File: src/rtl/gmii_tx_arb_pkg.sv
// Shared types and defaults for the GMII transmit arbiter.
package gmii_tx_arb_pkg;

  typedef enum logic [1:0] {
    IDLE  = 2'd0,
    GRANT = 2'd1,
    SEND  = 2'd2,
    GAP   = 2'd3
  } arb_state_e;

  localparam int DEFAULT_IFG       = 12;
  localparam int DEFAULT_MAX_FRAME = 1526;

endpackage

File: src/rtl/gmii_arb_rr.sv
// Two-way round-robin pick: the source that was not served last wins a tie.
module gmii_arb_rr
  import gmii_tx_arb_pkg::*;
(
  input  logic [1:0] req,
  input  logic       last_served,
  output logic [1:0] winner
);

  always_comb begin
    winner = req;
    if (req == 2'b11) begin
      winner = last_served ? 2'b01 : 2'b10;
    end
  end

endmodule

File: src/rtl/gmii_tx_arbiter.sv
// GMII transmit arbiter: two frame sources share one GMII output with round-robin
// grants and an enforced inter-frame gap. Optional frame watchdog: GMII_TX_ARB_WATCHDOG_EN.
module gmii_tx_arbiter
  import gmii_tx_arb_pkg::*;
#(
  parameter int IFG_CYCLES = DEFAULT_IFG,
  parameter int MAX_FRAME  = DEFAULT_MAX_FRAME
) (
  input  logic       gmii_tx_clk,
  input  logic       rst_n,
  input  logic       src0_req,
  output logic       src0_grant,
  input  logic       src0_tx_en,
  input  logic [7:0] src0_txd,
  input  logic       src1_req,
  output logic       src1_grant,
  input  logic       src1_tx_en,
  input  logic [7:0] src1_txd,
  output logic       gmii_tx_en,
  output logic [7:0] gmii_txd,
  output logic       arb_err
);

  localparam int               GAP_W    = (IFG_CYCLES > 1) ? $clog2(IFG_CYCLES) : 1;
  localparam logic [GAP_W-1:0] GAP_LOAD = GAP_W'(IFG_CYCLES - 1);

  arb_state_e       state_q, state_d;
  logic [1:0]       grant_q, grant_d;
  logic             last_q, last_d;
  logic [GAP_W-1:0] gap_q, gap_d;
  logic             out_en_q, out_en_d;
  logic [7:0]       out_txd_q, out_txd_d;
  logic [1:0]       winner;
  logic             sel_req;
  logic             sel_en;
  logic [7:0]       sel_txd;

`ifdef GMII_TX_ARB_WATCHDOG_EN
  localparam int                BYTE_W   = $clog2(MAX_FRAME + 1);
  localparam logic [BYTE_W-1:0] BYTE_MAX = BYTE_W'(MAX_FRAME);

  logic [BYTE_W-1:0] byte_q, byte_d;
  logic              trunc_q, trunc_d;
  logic              err_q, err_d;
`else
  logic [31:0] unused_max_frame;
  assign unused_max_frame = 32'(MAX_FRAME);
  assign arb_err          = 1'b0;
`endif

  gmii_arb_rr u_rr (
    .req         ({src1_req, src0_req}),
    .last_served (last_q),
    .winner      (winner)
  );

  // AND-OR select keeps the ungranted source fully isolated from the output path.
  assign sel_req = (grant_q[0] & src0_req) | (grant_q[1] & src1_req);
  assign sel_en  = (grant_q[0] & src0_tx_en) | (grant_q[1] & src1_tx_en);
  assign sel_txd = ({8{grant_q[0]}} & src0_txd) | ({8{grant_q[1]}} & src1_txd);

  always_comb begin
    state_d   = state_q;
    grant_d   = grant_q;
    last_d    = last_q;
    gap_d     = gap_q;
    out_en_d  = 1'b0;
    out_txd_d = 8'h00;
`ifdef GMII_TX_ARB_WATCHDOG_EN
    byte_d    = byte_q;
    trunc_d   = trunc_q;
    err_d     = 1'b0;
`endif
    case (state_q)
      IDLE: begin
        if (|winner) begin
          grant_d = winner;
          state_d = GRANT;
        end
      end
      GRANT: begin
        out_en_d  = sel_en;
        out_txd_d = sel_txd;
        if (sel_en) begin
          state_d = SEND;
`ifdef GMII_TX_ARB_WATCHDOG_EN
          byte_d  = BYTE_W'(1);
`endif
        end else if (!sel_req) begin
          grant_d = 2'b00;
          state_d = IDLE;
        end
      end
      SEND: begin
        out_en_d  = sel_en;
        out_txd_d = sel_txd;
        if (!sel_en) begin
          grant_d = 2'b00;
          last_d  = grant_q[1];
          gap_d   = GAP_LOAD;
          state_d = GAP;
`ifdef GMII_TX_ARB_WATCHDOG_EN
          byte_d  = '0;
          trunc_d = 1'b0;
`endif
        end
`ifdef GMII_TX_ARB_WATCHDOG_EN
        // Past the limit the source keeps its grant but its bytes are swallowed.
        else if (byte_q < BYTE_MAX) begin
          byte_d = byte_q + BYTE_W'(1);
        end else begin
          out_en_d  = 1'b0;
          out_txd_d = 8'h00;
          err_d     = !trunc_q;
          trunc_d   = 1'b1;
        end
`endif
      end
      GAP: begin
        if (gap_q == '0) begin
          state_d = IDLE;
        end else begin
          gap_d = gap_q - GAP_W'(1);
        end
      end
      default: state_d = IDLE;
    endcase
  end

  always_ff @(posedge gmii_tx_clk or negedge rst_n) begin
    if (!rst_n) begin
      state_q   <= IDLE;
      grant_q   <= 2'b00;
      last_q    <= 1'b1;
      gap_q     <= '0;
      out_en_q  <= 1'b0;
      out_txd_q <= 8'h00;
    end else begin
      state_q   <= state_d;
      grant_q   <= grant_d;
      last_q    <= last_d;
      gap_q     <= gap_d;
      out_en_q  <= out_en_d;
      out_txd_q <= out_txd_d;
    end
  end

`ifdef GMII_TX_ARB_WATCHDOG_EN
  always_ff @(posedge gmii_tx_clk or negedge rst_n) begin
    if (!rst_n) begin
      byte_q  <= '0;
      trunc_q <= 1'b0;
      err_q   <= 1'b0;
    end else begin
      byte_q  <= byte_d;
      trunc_q <= trunc_d;
      err_q   <= err_d;
    end
  end

  assign arb_err = err_q;
`endif

  assign src0_grant = grant_q[0];
  assign src1_grant = grant_q[1];
  assign gmii_tx_en = out_en_q;
  assign gmii_txd   = out_txd_q;

endmodule

File: config.mk
export PLATFORM = sky130hd
export DESIGN_NAME = gmii_tx_arbiter
export DESIGN_NICKNAME = d
export VERILOG_FILES = /design/src/rtl/gmii_tx_arb_pkg.sv /design/src/rtl/gmii_arb_rr.sv /design/src/rtl/gmii_tx_arbiter.sv
export SDC_FILE = /design/constraint.sdc
export NUM_CORES = 1
export LEC_CHECK = 0
export BUFFER_PORTS_ARGS = -buffer_cell sky130_fd_sc_hd__buf_2
export CORE_ASPECT_RATIO = 1.1
export CORE_MARGIN = 3
export CORE_UTILIZATION = 44
export CTS_CLUSTER_SIZE = 40
export DETAILED_ROUTE_END_ITERATION = 7
export GPL_TIMING_DRIVEN = 0
export PLACE_DENSITY = 0.73
export REMOVE_ABC_BUFFERS = 1
export SETUP_SLACK_MARGIN = 0.15
export SYNTH_ARGS = -nofsm -noshare
export SYNTH_HDL_FRONTEND = slang
export SYNTH_SLANG_ARGS = --single-unit
export TNS_END_PERCENT = 20
File: constraint.sdc
create_clock -name gmii_tx_clk -period 1.6 [get_ports gmii_tx_clk]
set_clock_uncertainty 0.2 [all_clocks]
set_input_delay 0.32 -clock gmii_tx_clk [delete_from_list [all_inputs] [get_ports gmii_tx_clk]]
set_output_delay 0.32 -clock gmii_tx_clk [all_outputs]
set_load 0.01 [all_outputs]
== Word level (Yosys, flattened, before mapping) ==
Cells that the tools add are included.

* Bits in registers: 18
* Latch bits: 0
* RAM bits: 0
* ROM bits: 0
* Bits of input ports: 22
* Output and inout port bits: 12
* Word-level logic and storage cells: 55
* Memories: 0

* Add/sub/neg operators: 1
* Multipliers: 0
* Div/mod/pow operators: 0
* Order comparisons: 0
* Equality and inequality tests: 11
* Shift-type cells: 0
* Multiplexer cells: 17
* Bitwise gates (word level): 10
* Reduce and logical (&&, ||, !) cells: 10

{| class="wikitable"
|+ Operators with widths
! kind !! number
|-
| $mux 2 || 10
|-
| $and 8x8->8 || 2
|-
| $ne 2x2->1 const B || 6
|-
| $mux 4 || 2
|-
| $mux 8 || 1
|-
| $or 8x8->8 || 1
|-
| $pmux 2 s4 || 1
|-
| $pmux 4 s2 || 1
|-
| $eq 2x2->1 const B || 3
|-
| $pmux 2 s3 || 1
|-
| $reduce_and 5->1 || 1
|-
| $and 1x1->1 || 4
|-
| $logic_not 4->1 || 1
|-
| $reduce_and 4->1 || 1
|-
| $reduce_or 2->1 || 2
|-
| $sub 4x1->4 const B || 1
|-
| $ne 3x3->1 const B || 1
|-
| $reduce_and 3->1 || 1
|-
| $reduce_bool 3->1 || 1
|-
| $eq 2x1->1 const B || 1
|-
| $logic_not 2->1 || 1
|-
| $or 1x1->1 || 2
|-
| $reduce_and 2->1 || 1
|-
| $reduce_bool 2->1 || 1
|-
| 2 further kinds || 2
|}

== Depth between registers and ports, before layout ==
* Depth in word-level cells: 5
* Depth in mapped cells: 6

== Hierarchy ==
A second synthesis with hierarchy kept.

* Cells, all modules: 100
* Area total of the unflattened synthesis: 1,033.5 sq um

{| class="wikitable"
|+ By module, submodules not included
! module !! instances !! cells an instance !! area an instance (sq um)
|-
| gmii_tx_arbiter || 1 || 97 || 1,014.7
|-
| gmii_arb_rr || 1 || 3 || 18.8
|}

== Least setup slack after synthesis ==
No wires, ideal clock.

* Path type: register -> register
* Start: register state_q[0]
* End: register grant_q[1]
* Arrival time: 1.451 ns
* Path slack: -0.176 ns
* Stages on the path, launching flop included: 7
* Path buffers: 1
* Cells stage by stage: dfrtp_1 inv_1 ha_1 clkbuf_1 o21ai_0 nand4b_1 mux2_2

* Cells in the longest elaborated chain, start to end: 3

{| class="wikitable"
|+ RTL lines
! element !! line !! text
|-
| start, declared || gmii_tx_arbiter.sv:27 || <nowiki>arb_state_e state_q, state_d;</nowiki>
|-
| start signal, assigned || gmii_tx_arbiter.sv:139 || <nowiki>state_q <= state_d;</nowiki>
|-
| $eq 2x1->1 (tied with other cells) || gmii_tx_arbiter.sv:74 || <nowiki>case (state_q)</nowiki>
|-
| $ne 2x2->1 (no source line) or $reduce_bool 3->1 (tied branches) || - ||
|-
| $reduce_and 5->1 (no source line) || - ||
|-
| end signal, assigned || gmii_tx_arbiter.sv:140 || <nowiki>grant_q <= grant_d;</nowiki>
|-
| end, declared || gmii_tx_arbiter.sv:28 || <nowiki>logic [1:0] grant_q, grant_d;</nowiki>
|}

Parallel ways exist; a longest one is shown, timed or not.
A chain may end at the register's enable or synchronous reset.

== Worst setup path in the final report ==
Same ends and word-level chain as after synthesis.

==> results.sh <==
export IMPL_status="complete, but fails checks"
export IMPL_violations="negative setup slack"
export IMPL_seq_area_um2=456.7
export IMPL_route_detailed_drc=0
export IMPL_die_y_um=55.84
export IMPL_finalPower_mw=2.579
export IMPL_drt_pass1_iterations=4
export IMPL_syn_inst=100
export IMPL_clock_latency_ns=0.29
export IMPL_start_kind="flop"
export IMPL_hold_viol=0
export IMPL_n_antenna_cell=0
export IMPL_ant_nets=0
export IMPL_h_tree_depth=1
export IMPL_rows=17
export IMPL_cts_tree="built"
export IMPL_fp_coreArea_um2=2085
export IMPL_clockRootBuffer="clkbuf_4"
export IMPL_routed_wl_mm=2.499
export IMPL_max_freq_mhz=610.4
export IMPL_critPathRequiredTime_ns=1.57
export IMPL_endpoint_kind="flop"
export IMPL_antenna_found_initial=0
export IMPL_dr_total_vias=916
export IMPL_cts_buffer_depth=2
export IMPL_drive_above_1_share=0.4966
export IMPL_drv_slew=0
export IMPL_ys_seq_area_frac=0.4547
export IMPL_cts_made_buffers=3
export IMPL_synth_cell_type_count=36
export IMPL_synth_async_reset_ratio=1.000
export IMPL_ys_ff_latch=18
export IMPL_layout_min_cycle_time_ns=1.638
export IMPL_yosysMostFrequentCell="dfrtp_1"
export IMPL_grt_pass1_wl_mm=4.181
export IMPL_netlist_area_um2=993.5
export IMPL_synth_top_cell_by_area="dfrtp_1"
export IMPL_power_density_nw_per_um2=1799
export IMPL_clk_pin_slew_ns=0.11
export IMPL_io_buffers=32
export IMPL_min_path_type="in2reg"
export IMPL_overflow=0
export IMPL_synthFlopType="dfrtp_1"
export IMPL_path_max_fanout=5
export IMPL_vias_per_cell=5.234
export IMPL_yosysWarnings=0
export IMPL_multi_input_comb_area_um2=576.8
export IMPL_ios=34
export IMPL_power_leakage_nw=0.6952
export IMPL_synth_common_cells="17 x dfrtp_1, 12 x nor2_1, 9 x a22oi_1"
export IMPL_grt_max_degree=19
export IMPL_syn_area_per_cell_um2=9.935
export IMPL_synth_top_area_share=0.4282
export IMPL_grt_usage=0.1887
export IMPL_post_drt_wl_per_cell_um=14.28
export IMPL_fin_hold_ws_ns=0.07723
export IMPL_vdd_drop_max_v=0.001075
export IMPL_dpl_hpwl_mm=1.629
export IMPL_die_area_um2=2865
export IMPL_drv_cap=0
export IMPL_place_congestion=0.8069
export IMPL_initial_utilization=0.4766
export IMPL_drtIter0Drc=29
export IMPL_setup_slack_ns=-0.03837
export IMPL_num_fill_cells=166
export IMPL_synth_edff_count=0
export IMPL_area_growth_pct=44.33
export IMPL_rsz0062_at_grt="true"
export IMPL_dp_slack_ns=-0.2240
export IMPL_num_nets_final=177
export IMPL_cts_sinks=18
export IMPL_grt_pass1_vias=931
export IMPL_setup_viol=3
export IMPL_fp_dieW_um=51.31
export IMPL_cp_arrival_ns=1.61
export IMPL_synthTopCellsByArea="dfrtp_1 43%, ha_1 8.8%, a22oi_1 6.8%, nor2_1 4.5%, mux2i_1 4.0%"
export IMPL_period_share=1.024
export IMPL_path_class="reg2reg"
routing by layer:
metal / global-route usage / vias up / part of all wire
li1: - / 451 / -
met1: 0.2232 / 424 / 0.40
met2: 0.3370 / 31 / 0.52
met3: 0.02413 / 10 / 0.044
met4: 0.07491 / 0 / 0.036
met5: 0 / - / 0
area by class of cell:
| type | instances | share of cell area |
|---|---|---|
| multi-input combinational | 69 | 0.4023 |
| sequential | 18 | 0.3185 |
| timing repair buffer | 47 | 0.2094 |
| inverter | 9 | 0.02705 |
| tap | 28 | 0.02443 |
| clock buffer | 4 | 0.01832 |
kinds of logic (layout without fill, tap and decap cells):
group           after synthesis  after routing  synth area share
flops                        18             18            0.4547
buf+inv                      13             60           0.05415
mux                           6              6           0.06297
fa+ha+maj                     7              7           0.08816
other cells                   1              1          0.003775
compound gates               25             25            0.1915
simple gates                 30             30            0.1448
report_power, final:
group / leakage, nW / switching (mW) / internal [mW]
clock: 0.0150 / 0.142 / 0.0967
sequential: 0.226 / 0.156 / 0.658
combinational: 0.454 / 0.761 / 0.764
total: 0.695 / 1.06 / 1.52
flip-flops by register name (all words and copies together), names as in the netlist, named ones only:
| signal | cells |
|---|---|
| gmii_txd | 8 |
| gap_q | 4 |
| grant_q | 2 |
| gmii_tx_en | 1 |
| last_q | 1 |
| state_q | 1 |
through the flow:
stage | utilization | TNS [ns] | instances | area (um^2)
2_1_floorplan | - | -0.2381 | 96 | 973.4
3_3_place_gp | 0.5606 | -0.9208 | 156 | 1169
4_1_cts | 0.6693 | -0.04845 | 174 | 1395
3_5_place_dp | 0.5606 | -1.159 | 156 | 1169
5_1_grt | 0.6879 | -0.3771 | 175 | 1434
6_report | 0.6879 | -0.08138 | 175 | 1434
cells in the final DEF (no fill, tap or decap), types with 2 or more instances in the layout:
cell	netlist	layout
a22oi_1	9	8
buf_2	1	31
buf_4	1	9
buf_6	0	6
clkbuf_4	0	3
dfrtp_1	17	13
dfrtp_2	0	4
ha_1	7	3
ha_4	0	4
inv_1	8	5
inv_2	0	2
inv_4	0	2
mux2_2	2	2
mux2i_1	4	4
nand2_1	6	4
nand2_2	0	2
nand3_1	3	3
nand4_1	2	2
nor2_1	12	12
o21ai_0	4	2
o21ai_1	1	2
path summary, 6_finish.rpt:
path	startpoint	to	slack [ns]	cells after the start
setup / recovery	state_q[0]$_DFFE_PN0P_	grant_q[1]$_DFFE_PN0P_	-0.04	5
hold reg to reg	gap_q[0]$_DFFE_PN0P_	gap_q[0]$_DFFE_PN0P_	0.32	1
hold / removal	src1_txd[5]	gmii_txd[5]$_DFF_PN0_	0.08	3
min in group asynchronous	rst_n	state_q[0]$_DFFE_PN0P_	0.27	2
setup reg to reg	state_q[0]$_DFFE_PN0P_	grant_q[1]$_DFFE_PN0P_	-0.04	5
max in group asynchronous	rst_n	last_q$_DFFE_PN1P_	0.60	2
worst max-delay path, cell delays in order (launching register included):
cell	delay (ns)
dfrtp_2	0.49
inv_4	0.11
ha_1	0.17
nand2_2	0.07
nand4b_1	0.13
mux2_2	0.34
repair_timing:
item                                   4_1_cts  5_1_grt
hold buffers                                 1        0
pin swaps                                    9        4
setup buffers                               13        1
gates resized for setup                     24       11
endpoints found under the hold margin       17        0
setup endpoints to repair                   20       20
(Power assumes the default switching activity.)
